$ cat src/rtl/but_debounce_pkg.sv
// Shared definitions for the button conditioner: channel state encodings,
// default timing constants and a small edge helper.
package but_debounce_pkg;

    typedef enum logic [1:0] {
        CH_REL       = 2'd0,
        CH_PRESSED   = 2'd1,
        CH_LONG_DONE = 2'd2
    } ch_state_e;

    localparam int DEF_CLK_DIV_W = 12;
    localparam int DEF_DEB_CNT   = 240;
    localparam int DEF_LONG_CNT  = 24414;
    localparam int DEF_CNT_W     = 15;

    function automatic logic rose(input logic cur, input logic prev);
        return cur & ~prev;
    endfunction

endpackage

$ cat src/rtl/but_debounce_if.sv
// Button bundle: raw active-low inputs and the conditioned levels/pulses.
interface but_debounce_if;
    logic BUT1;
    logic BUT2;
    logic BUT1_LVL;
    logic BUT2_LVL;
    logic BUT1_PRESS;
    logic BUT2_PRESS;
    logic BUT1_REL;
    logic BUT2_REL;
    logic BUT1_LONG;
    logic BUT2_LONG;
    logic COMBO;

    modport master (
        output BUT1, BUT2,
        input  BUT1_LVL, BUT2_LVL, BUT1_PRESS, BUT2_PRESS,
        input  BUT1_REL, BUT2_REL, BUT1_LONG, BUT2_LONG, COMBO
    );

    modport slave (
        input  BUT1, BUT2,
        output BUT1_LVL, BUT2_LVL, BUT1_PRESS, BUT2_PRESS,
        output BUT1_REL, BUT2_REL, BUT1_LONG, BUT2_LONG, COMBO
    );
endinterface

$ cat src/rtl/but_debounce_ch.sv
// One button channel: 2-FF synchroniser, tick-based debounce, hold counter
// and the REL/PRESSED/LONG_DONE state machine with its one-cycle pulses.
module but_debounce_ch
    import but_debounce_pkg::*;
#(
    parameter int DEB_CNT  = DEF_DEB_CNT,
    parameter int LONG_CNT = DEF_LONG_CNT,
    parameter int CNT_W    = DEF_CNT_W
) (
    input  logic clk,
    input  logic rst,
    input  logic tick,
    input  logic but_raw,
    output logic lvl,
    output logic press,
    output logic rel,
    output logic long_p
);

    localparam logic [CNT_W-1:0] CNT_ZERO = {CNT_W{1'b0}};
    localparam logic [CNT_W-1:0] CNT_ONE  = {{(CNT_W-1){1'b0}}, 1'b1};
    localparam logic [CNT_W-1:0] DEB_LAST = CNT_W'(DEB_CNT - 1);
    localparam logic [CNT_W-1:0] LONG_LIM = CNT_W'(LONG_CNT);

    logic             sync1_r;
    logic             sync2_r;
    logic             sample_s;
    logic [CNT_W-1:0] dcnt_r;
    logic [CNT_W-1:0] hcnt_r;
    logic             lvl_r;
    logic             press_r;
    logic             rel_r;
    logic             long_r;
    logic             press_nxt_s;
    logic             rel_nxt_s;
    logic             long_nxt_s;
    ch_state_e        state_r;
    ch_state_e        state_nxt_s;

    assign sample_s = ~sync2_r;

    // Synchroniser, preset to released so reset never looks like a press
    always_ff @(posedge clk or posedge rst) begin
        if (rst) begin
            sync1_r <= 1'b1;
            sync2_r <= 1'b1;
        end else begin
            sync1_r <= but_raw;
            sync2_r <= sync1_r;
        end
    end

    // Debounce: DEB_CNT consecutive disagreeing ticks flip the level
    always_ff @(posedge clk or posedge rst) begin
        if (rst) begin
            dcnt_r <= CNT_ZERO;
            lvl_r  <= 1'b0;
        end else if (tick) begin
            if (sample_s != lvl_r) begin
                if (dcnt_r == DEB_LAST) begin
                    lvl_r  <= sample_s;
                    dcnt_r <= CNT_ZERO;
                end else begin
                    dcnt_r <= dcnt_r + CNT_ONE;
                end
            end else begin
                dcnt_r <= CNT_ZERO;
            end
        end
    end

    // Hold counter saturates at LONG_CNT so a very long press cannot wrap
    always_ff @(posedge clk or posedge rst) begin
        if (rst) begin
            hcnt_r <= CNT_ZERO;
        end else if (state_r == CH_REL) begin
            hcnt_r <= CNT_ZERO;
        end else if (tick && (state_r == CH_PRESSED) && (hcnt_r != LONG_LIM)) begin
            hcnt_r <= hcnt_r + CNT_ONE;
        end
    end

    // State and pulse registers
    always_ff @(posedge clk or posedge rst) begin
        if (rst) begin
            state_r <= CH_REL;
            press_r <= 1'b0;
            rel_r   <= 1'b0;
            long_r  <= 1'b0;
        end else begin
            state_r <= state_nxt_s;
            press_r <= press_nxt_s;
            rel_r   <= rel_nxt_s;
            long_r  <= long_nxt_s;
        end
    end

    // Next-state and pulse decode; release takes priority over long-press
    always_comb begin
        state_nxt_s = state_r;
        press_nxt_s = 1'b0;
        rel_nxt_s   = 1'b0;
        long_nxt_s  = 1'b0;
        case (state_r)
            CH_REL: begin
                if (lvl_r) begin
                    state_nxt_s = CH_PRESSED;
                    press_nxt_s = 1'b1;
                end else begin
                    state_nxt_s = CH_REL;
                end
            end
            CH_PRESSED: begin
                if (!lvl_r) begin
                    state_nxt_s = CH_REL;
                    rel_nxt_s   = 1'b1;
                end else if (hcnt_r == LONG_LIM) begin
                    state_nxt_s = CH_LONG_DONE;
                    long_nxt_s  = 1'b1;
                end else begin
                    state_nxt_s = CH_PRESSED;
                end
            end
            CH_LONG_DONE: begin
                if (!lvl_r) begin
                    state_nxt_s = CH_REL;
                    rel_nxt_s   = 1'b1;
                end else begin
                    state_nxt_s = CH_LONG_DONE;
                end
            end
            default: begin
                state_nxt_s = CH_REL;
            end
        endcase
    end

    assign lvl    = lvl_r;
    assign press  = press_r;
    assign rel    = rel_r;
    assign long_p = long_r;

endmodule

$ cat src/rtl/but_debounce.sv
// Two-button input conditioner: shared tick divider, two debounce channels
// and the both-buttons combo detector with release-to-rearm.
module but_debounce
    import but_debounce_pkg::*;
#(
    parameter int CLK_DIV_W = DEF_CLK_DIV_W,
    parameter int DEB_CNT   = DEF_DEB_CNT,
    parameter int LONG_CNT  = DEF_LONG_CNT,
    parameter int CNT_W     = DEF_CNT_W
) (
    input  logic           CLK,
    input  logic           RST,
    but_debounce_if.slave  bus
);

    localparam logic [CLK_DIV_W-1:0] DIV_ONE = {{(CLK_DIV_W-1){1'b0}}, 1'b1};

    logic [CLK_DIV_W-1:0] div_r;
    logic                 tick_s;
    logic                 lvl1_s;
    logic                 lvl2_s;
    logic                 both_s;
    logic                 both_q_r;
    logic                 armed_r;
    logic                 combo_r;

    assign tick_s = &div_r;

    // Free-running tick divider
    always_ff @(posedge CLK or posedge RST) begin
        if (RST) begin
            div_r <= {CLK_DIV_W{1'b0}};
        end else begin
            div_r <= div_r + DIV_ONE;
        end
    end

    but_debounce_ch #(
        .DEB_CNT  (DEB_CNT),
        .LONG_CNT (LONG_CNT),
        .CNT_W    (CNT_W)
    ) u_ch1 (
        .clk     (CLK),
        .rst     (RST),
        .tick    (tick_s),
        .but_raw (bus.BUT1),
        .lvl     (lvl1_s),
        .press   (bus.BUT1_PRESS),
        .rel     (bus.BUT1_REL),
        .long_p  (bus.BUT1_LONG)
    );

    but_debounce_ch #(
        .DEB_CNT  (DEB_CNT),
        .LONG_CNT (LONG_CNT),
        .CNT_W    (CNT_W)
    ) u_ch2 (
        .clk     (CLK),
        .rst     (RST),
        .tick    (tick_s),
        .but_raw (bus.BUT2),
        .lvl     (lvl2_s),
        .press   (bus.BUT2_PRESS),
        .rel     (bus.BUT2_REL),
        .long_p  (bus.BUT2_LONG)
    );

    assign both_s = lvl1_s & lvl2_s;

    // Combo fires once per both-held episode; only a full release rearms it
    always_ff @(posedge CLK or posedge RST) begin
        if (RST) begin
            both_q_r <= 1'b0;
            armed_r  <= 1'b1;
            combo_r  <= 1'b0;
        end else begin
            both_q_r <= both_s;
            combo_r  <= rose(both_s, both_q_r) & armed_r;
            if (!lvl1_s && !lvl2_s) begin
                armed_r <= 1'b1;
            end else if (rose(both_s, both_q_r)) begin
                armed_r <= 1'b0;
            end
        end
    end

    assign bus.BUT1_LVL = lvl1_s;
    assign bus.BUT2_LVL = lvl2_s;
    assign bus.COMBO    = combo_r;

endmodule

$ cat src/flat_wrapper.sv
// flat-port wrapper written by rule: the top's interface ports become plain ports
module but_debounce_flat import but_debounce_pkg::*;
#(
    parameter int CLK_DIV_W = DEF_CLK_DIV_W,
    parameter int DEB_CNT   = DEF_DEB_CNT,
    parameter int LONG_CNT  = DEF_LONG_CNT,
    parameter int CNT_W     = DEF_CNT_W
)
  (CLK, RST, bus_BUT1, bus_BUT2, bus_BUT1_LVL, bus_BUT2_LVL, bus_BUT1_PRESS, bus_BUT2_PRESS, bus_BUT1_REL, bus_BUT2_REL, bus_BUT1_LONG, bus_BUT2_LONG, bus_COMBO);
  but_debounce_if bus_i ();
  input  logic CLK;
  input  logic RST;
  input wire logic [$bits(bus_i.BUT1)-1:0] bus_BUT1;
  input wire logic [$bits(bus_i.BUT2)-1:0] bus_BUT2;
  output wire logic [$bits(bus_i.BUT1_LVL)-1:0] bus_BUT1_LVL;
  output wire logic [$bits(bus_i.BUT2_LVL)-1:0] bus_BUT2_LVL;
  output wire logic [$bits(bus_i.BUT1_PRESS)-1:0] bus_BUT1_PRESS;
  output wire logic [$bits(bus_i.BUT2_PRESS)-1:0] bus_BUT2_PRESS;
  output wire logic [$bits(bus_i.BUT1_REL)-1:0] bus_BUT1_REL;
  output wire logic [$bits(bus_i.BUT2_REL)-1:0] bus_BUT2_REL;
  output wire logic [$bits(bus_i.BUT1_LONG)-1:0] bus_BUT1_LONG;
  output wire logic [$bits(bus_i.BUT2_LONG)-1:0] bus_BUT2_LONG;
  output wire logic [$bits(bus_i.COMBO)-1:0] bus_COMBO;
  assign bus_i.BUT1 = bus_BUT1;
  assign bus_i.BUT2 = bus_BUT2;
  assign bus_BUT1_LVL = bus_i.BUT1_LVL;
  assign bus_BUT2_LVL = bus_i.BUT2_LVL;
  assign bus_BUT1_PRESS = bus_i.BUT1_PRESS;
  assign bus_BUT2_PRESS = bus_i.BUT2_PRESS;
  assign bus_BUT1_REL = bus_i.BUT1_REL;
  assign bus_BUT2_REL = bus_i.BUT2_REL;
  assign bus_BUT1_LONG = bus_i.BUT1_LONG;
  assign bus_BUT2_LONG = bus_i.BUT2_LONG;
  assign bus_COMBO = bus_i.COMBO;
  but_debounce #(.CLK_DIV_W(CLK_DIV_W), .DEB_CNT(DEB_CNT), .LONG_CNT(LONG_CNT), .CNT_W(CNT_W)) u_core (.CLK(CLK), .RST(RST), .bus(bus_i));
endmodule
$ cat config.mk
export PLATFORM = sky130hd
export DESIGN_NAME = but_debounce_flat
export DESIGN_NICKNAME = d
export VERILOG_FILES = /design/src/rtl/but_debounce_pkg.sv /design/src/rtl/but_debounce_if.sv /design/src/rtl/but_debounce_ch.sv /design/src/rtl/but_debounce.sv /design/src/flat_wrapper.sv
export SDC_FILE = /design/constraint.sdc
export NUM_CORES = 1
export LEC_CHECK = 0
export ABC_CLOCK_PERIOD_IN_PS = 3480
export CAP_MARGIN = 25
export CELL_PAD_IN_SITES_DETAIL_PLACEMENT = 0
export CELL_PAD_IN_SITES_GLOBAL_PLACEMENT = 1
export CORE_ASPECT_RATIO = 0.6
export CORE_MARGIN = 2
export CORE_UTILIZATION = 48
export CTS_BUF_LIST = sky130_fd_sc_hd__clkbuf_16
export DETAILED_ROUTE_END_ITERATION = 10
export PLACE_DENSITY_LB_ADDON = 0.25
export SYNTH_ARGS = -nofsm -noshare
export SYNTH_HDL_FRONTEND = slang
export SYNTH_SLANG_ARGS = --single-unit
$ cat constraint.sdc
create_clock -name CLK -period 3.48 [get_ports CLK]
set_input_delay 0.696 -clock CLK [delete_from_list [all_inputs] [get_ports CLK]]
set_output_delay 0.696 -clock CLK [all_outputs]
set_load 0.05 [all_outputs]
Word-level counts from Yosys, hierarchy flattened

Index checks and enable logic that the tools add are counted.

Flip-flop bits (word level): 91
Input bits: 4
Output and inout port bits: 9
Logic and storage cells: 96

Add/subtract/negate cells: 5
Equality and inequality tests: 12
Muxes and demuxes: 34
Bitwise logic cells: 6
Reduce and logical (&&, ||, !) cells: 17

Operators with widths:

| operator                | count |
|---|---|
| $mux W15                | 8 |
| $add A15 B1 Y15 const B | 4 |
| $eq A15 B15 Y1 const B  | 2 |
| $eq A15 B8 Y1 const B   | 2 |
| $ne A15 B15 Y1 const B  | 2 |
| $reduce_and A14 Y1      | 2 |
| $mux W1                 | 18 |
| $add A12 B1 Y12 const B | 1 |
| $mux W2                 | 6 |
| $pmux W2 S3             | 2 |
| $reduce_and A12 Y1      | 1 |
| $reduce_bool A2 Y1      | 3 |
| $logic_and A1 B1 Y1     | 5 |
| $eq A2 B1 Y1 const B    | 2 |
| $eq A2 B2 Y1 const B    | 2 |
| $logic_not A2 Y1        | 2 |
| $reduce_or A2 Y1        | 2 |
| $and A1 B1 Y1           | 3 |
| $not A1 Y1              | 3 |
| $logic_not A1 Y1        | 2 |
| $ne A1 B1 Y1            | 2 |

Depth between registers and ports, before layout

Depth after elaboration: 5
Depth in mapped cells: 8
Gate-level depth less buffers: 7

By module

From an unflattened synthesis, not the netlist that was laid out.

Cells, all modules: 473
Area total of the unflattened synthesis: 4705.8 µm²

Modules (own cells, without submodules):

| module          | times used | cells each | area each (µm²) | sequential area each (µm²) |
|---|---|---|---|---|
| but_debounce_ch | 2          | 210        | 2023.2          | 953.4 |
| but_debounce    | 1          | 53         | 659.4           | 376.6 |

Worst setup path before layout

No wires, ideal clock.

Path type: register to register
Start: register u_core.div_r[0]
End: register u_core.u_ch2.hcnt_r[12]
Setup time: 0.078 ns
Arrival time: 2.269 ns
Required time: 3.402 ns
Slack: 1.133 ns
Stages on the path, launching flop included: 8
Path buffers: 1
Period minus slack after synthesis: 2.347 ns
Path through: dfrtp_1 -> ha_1 -> nand3_2 -> or4_4 -> buf_6 -> or4_4 -> or3_1 -> a21oi_1

Cells in the longest elaborated chain, start to end: 4

RTL lines:

| what                                | line                  | source |
|---|---|---|
| start: declaration                  | but_debounce.sv:18    | `logic [CLK_DIV_W-1:0] div_r;` |
| start signal: assignment            | but_debounce.sv:32    | `div_r <= {CLK_DIV_W{1'b0}};` |
| start signal: assignment            | but_debounce.sv:34    | `div_r <= div_r + DIV_ONE;` |
| $reduce_and A12 Y1                  | but_debounce.sv:27    | `assign tick_s = &div_r;` |
| $logic_and A1 B1 Y1 (2 in series)   | but_debounce_ch.sv:78 | `end else if (tick && (state_r == CH_PRESSED) && (hcnt_r != LONG_LIM)) begin` |
| $reduce_bool A2 Y1 (no source line) | n/a                   |  |
| end signal: assignment              | but_debounce_ch.sv:79 | `hcnt_r <= hcnt_r + CNT_ONE;` |
| end: declaration                    | but_debounce_ch.sv:29 | `logic [CNT_W-1:0] hcnt_r;` |

No other way between the ends.
A chain may end at the register's enable or synchronous reset.

Worst setup path after layout

Start: register u_core.div_r[0]
End: register u_core.u_ch2.hcnt_r[14]

The elaborated chain is that of the path after synthesis.

==> metrics.md <==
| Metric | Value |
|---|---|
| Outcome | `complete, no violations` |
| Vias post-DR | `3658` |
| Layout cells sized above 1 | `0.07200` |
| Worst hold path type | `flip-flop to flip-flop` |
| Grt total ovfl | `0` |
| First-pass GRT wire length | `17510 um` |
| Yosys warns | `0` |
| CP delay by family, top | `simple AND/OR/NAND/NOR gates` |
| Die X | `131.0 um` |
| Sw Ratio | `0.2093` |
| Final Hold Viols | `0` |
| Post-synthesis register bit count | `91` |
| Total track usage | `0.2176` |
| Post-Syn Instances | `481` |
| Setup TNS | `0 ns` |
| Critical Path RT | `3.74 ns` |
| Reg-to-reg startpoint | `u_core.div_r[0]` |
| Tmin final | `2.586 ns` |
| Combinational Power Share | `0.019` |
| Most common cell on crit path | `or4_4` |
| Ys flop type | `dfrtp_1` |
| Root cell of the clock tree | `clkbuf_16` |
| Vias in the first global route | `3497` |
| Initial antenna violation count | `0` |
| Final worst setup slack | `0.8938 ns` |
| Part of the Yosys area used for sequential elements | `0.4918` |
| Met1 Usage GRT | `0.3206` |
| Fin Clk Skew | `0.004951 ns` |
| Hold buffer count at CTS | `0` |
| Worst-margin pin slew | `0.9016 ns` |
| Routed Antenna Nets | `0` |
| Worst-path clk slew | `0.06 ns` |
| Ports | `13` |
| Delay of the slowest cell on the worst path | `0.66 ns` |
| Max transition margin | `0.3924` |
| Final WL | `10350 um` |
| Crit start category | `flip-flop` |
| Initial core utilization | `0.4998` |
| Non-Filler Instances | `630` |
| Met3 Track Usage GR | `0.05197` |
| Crit. End Element | `flip-flop` |
| Fill count | `805` |
| Power Dens Cells | `392.6 mW/mm2` |
| P&R area growth vs syn | `12.05%` |
| Fin crit share | `0.7432` |
| DIE AREA | `0.01050 mm2` |
| Crit path cell chain | `ha_1 -> nand3_2 -> or4_4 -> or4_4 -> or3_1 -> a21oi_1` |
| Max-cap violations | `0` |
| Sequential power share | `0.521` |
| Syn nets | `500` |
| Worst path bufs/invs | `0` |
| DPL Wire Length | `7041 um` |
| Final setup fails | `0` |
| Mapped cell area | `0.004643 mm2` |
| 1st-pass router iterations | `4` |
| CTS tree | `yes` |
| Core ar. | `0.009290 mm2` |
| DR WL/cell | `16.43 um` |
| P_sw | `0.0004276 W` |
| Vias per inst | `5.806` |
| Largest net degree at the start of global routing | `92` |
| Post-Place Cells | `614` |
| Met2 Usage GRT | `0.3192` |
| Clock Power Share | `0.460` |
| Clock Tree Buf Depth | `2` |
| HP Start | `u_core.u_ch1.sync1_r` |
| GRT busiest layer | `met1` |
| Final Wtd Congestion | `0.8136` |
| CP Max Fanout | `21` |
| Setup crit start | `u_core.div_r[0]` |
| Syn_area_per_cell | `9.653 um2` |
| Place WS | `0.9060 ns` |
| FFs w/ async S/R, synth | `1.000` |
| Skew-Pair Late Insertion Delay | `0.35 ns` |
| DRC | `0` |
| Clk sinks | `91` |
| Final-stage net count | `514` |
| Post-CTS sizing | `0` |
| Die boundary height | `80.19 um` |
| Post-CTS setup buffers | `0` |
| RSZ-0062 raised after global routing | `no` |
| # rows | `27` |
| Max IR drop VDD | `0.2480 mV` |
| Max Slew Vio Count | `0` |
| LEAKAGE | `2.076 nW` |
| EDFF count, synth | `0` |
| Most common cell after layout, fill and taps aside | `dfrtp_1` |
| Post-synth cell types | `53` |
| Slowest CP cell | `or4_4` |
| Initial DRC count | `291` |
| Int Power | `0.001615 W` |
| Fmax | `386.7 MHz` |
| IO buf count | `12` |
| # diodes | `0` |
| H-tree lvl count | `3` |
| Most frequent cells in the layout | `86 x dfrtp_1, 55 x nor2_1, 44 x nand2_1` |
| CTS Buf Count | `9` |
| Fin util | `0.5600` |
| Worst Path Arrival | `2.85 ns` |
| Critical path class | `flip-flop to flip-flop` |
-- sequential cells by signal, summed over array words and instances (netlist names) --
| signal | flops |
|---|---|
| u_core.bus.COMBO | 1 |
| u_core.u_ch2.rel | 1 |
| u_core.div_r | 12 |
| u_core.u_ch2.sync1_r | 1 |
| u_core.u_ch2.long_p | 1 |
| u_core.u_ch2.press | 1 |
| u_core.u_ch1.rel | 1 |
| u_core.u_ch1.hcnt_r | 15 |
| u_core.u_ch1.sync1_r | 1 |
| u_core.both_q_r | 1 |
| u_core.u_ch1.sync2_r | 1 |
| u_core.armed_r | 1 |
| u_core.u_ch1.lvl | 1 |
| u_core.u_ch2.hcnt_r | 15 |
| u_core.u_ch2.state_r | 2 |
| u_core.u_ch1.dcnt_r | 15 |
| u_core.u_ch1.long_p | 1 |
| u_core.u_ch1.state_r | 2 |
| u_core.u_ch2.dcnt_r | 15 |
| u_core.u_ch2.lvl | 1 |
| u_core.u_ch2.sync2_r | 1 |
| u_core.u_ch1.press | 1 |
-- path summary, 6_finish.rpt --
kind,end,slack (ns),depth (start not counted)
min reg2reg,u_core.u_ch1.sync2_r,0.36,0
max in group asynchronous,u_core.u_ch2.sync1_r,2.30,3
max reg2reg,u_core.u_ch2.hcnt_r[14],0.89,6
max,u_core.u_ch2.hcnt_r[14],0.89,6
min in group asynchronous,u_core.u_ch1.dcnt_r[11],0.78,3
min,u_core.u_ch1.sync2_r,0.36,0
-- final cells by class --
class / instances / area, um2 / area share
flip-flops and latches: 91 / 2283 / 0.4389
multi-input cells: 352 / 2208 / 0.4245
clock buffers: 9 / 225.2 / 0.04329
repair buffers: 19 / 185.2 / 0.03559
well taps: 130 / 162.7 / 0.03127
inverters: 22 / 83.83 / 0.01611
clock inverters: 7 / 53.80 / 0.01034
-- through the flow --
step                hold slack (ns)  total power, W  area, um2
floorplan                    0.3452        0.001107       4643
global placement             0.3468        0.001124       4923
detailed placement           0.3481        0.001124       4923
CTS                          0.3566        0.002068       5202
global route                 0.3607        0.002117       5202
finish                       0.3561        0.002043       5202
-- power groups by stage --
stage	clock network [W]	registers [W]	logic (W)
floorplan	0	0.00108	0.0000244
global placement	0	0.00108	0.0000409
detailed placement	0	0.00108	0.0000410
CTS	0.000963	0.00106	0.0000417
global route	0.00101	0.00106	0.0000457
finish	0.000940	0.00106	0.0000393
-- layer usage --
layer  share of wire  vias up
met5               0        -
met4          0.0089        0
met3           0.057        9
met2            0.43      104
met1            0.51     1798
li1                -     1747
-- cell usage after synthesis, drive strengths merged (5+ instances only) --
| master | instances | area [um2] |
|---|---|---|
| and3 | 9 | 56.30 |
| ha | 15 | 187.7 |
| clkbuf | 13 | 48.80 |
| xor2 | 9 | 78.83 |
| or4 | 6 | 52.55 |
| dfstp | 5 | 131.4 |
| and4 | 6 | 52.55 |
| nor4 | 19 | 133.9 |
| o21ai | 37 | 185.2 |
| nand3 | 27 | 140.1 |
| dfrtp | 86 | 2152 |
| or3 | 5 | 31.28 |
| a21oi | 10 | 50.05 |
| nand4 | 13 | 81.33 |
| nand2 | 44 | 165.2 |
| inv | 22 | 82.58 |
| nor2 | 55 | 206.5 |
| xnor2 | 28 | 245.2 |
| o31ai | 7 | 52.55 |
| nor3 | 11 | 60.06 |
-- cell families (layout without fill, tap and decap cells) --
kind of cell,after synthesis,after routing,share of synthesized area
DFF,91,91,0.4918
buffers and inverters,38,57,0.03260
and+or+nand+nor,221,221,0.2544
muxes,2,2,0.004312
AOI/OAI and AO/OA,77,77,0.1067
xor gates and xnor gates,37,37,0.06979
adders and majority gates,15,15,0.04042
Power figures use the tool's default switching activity.
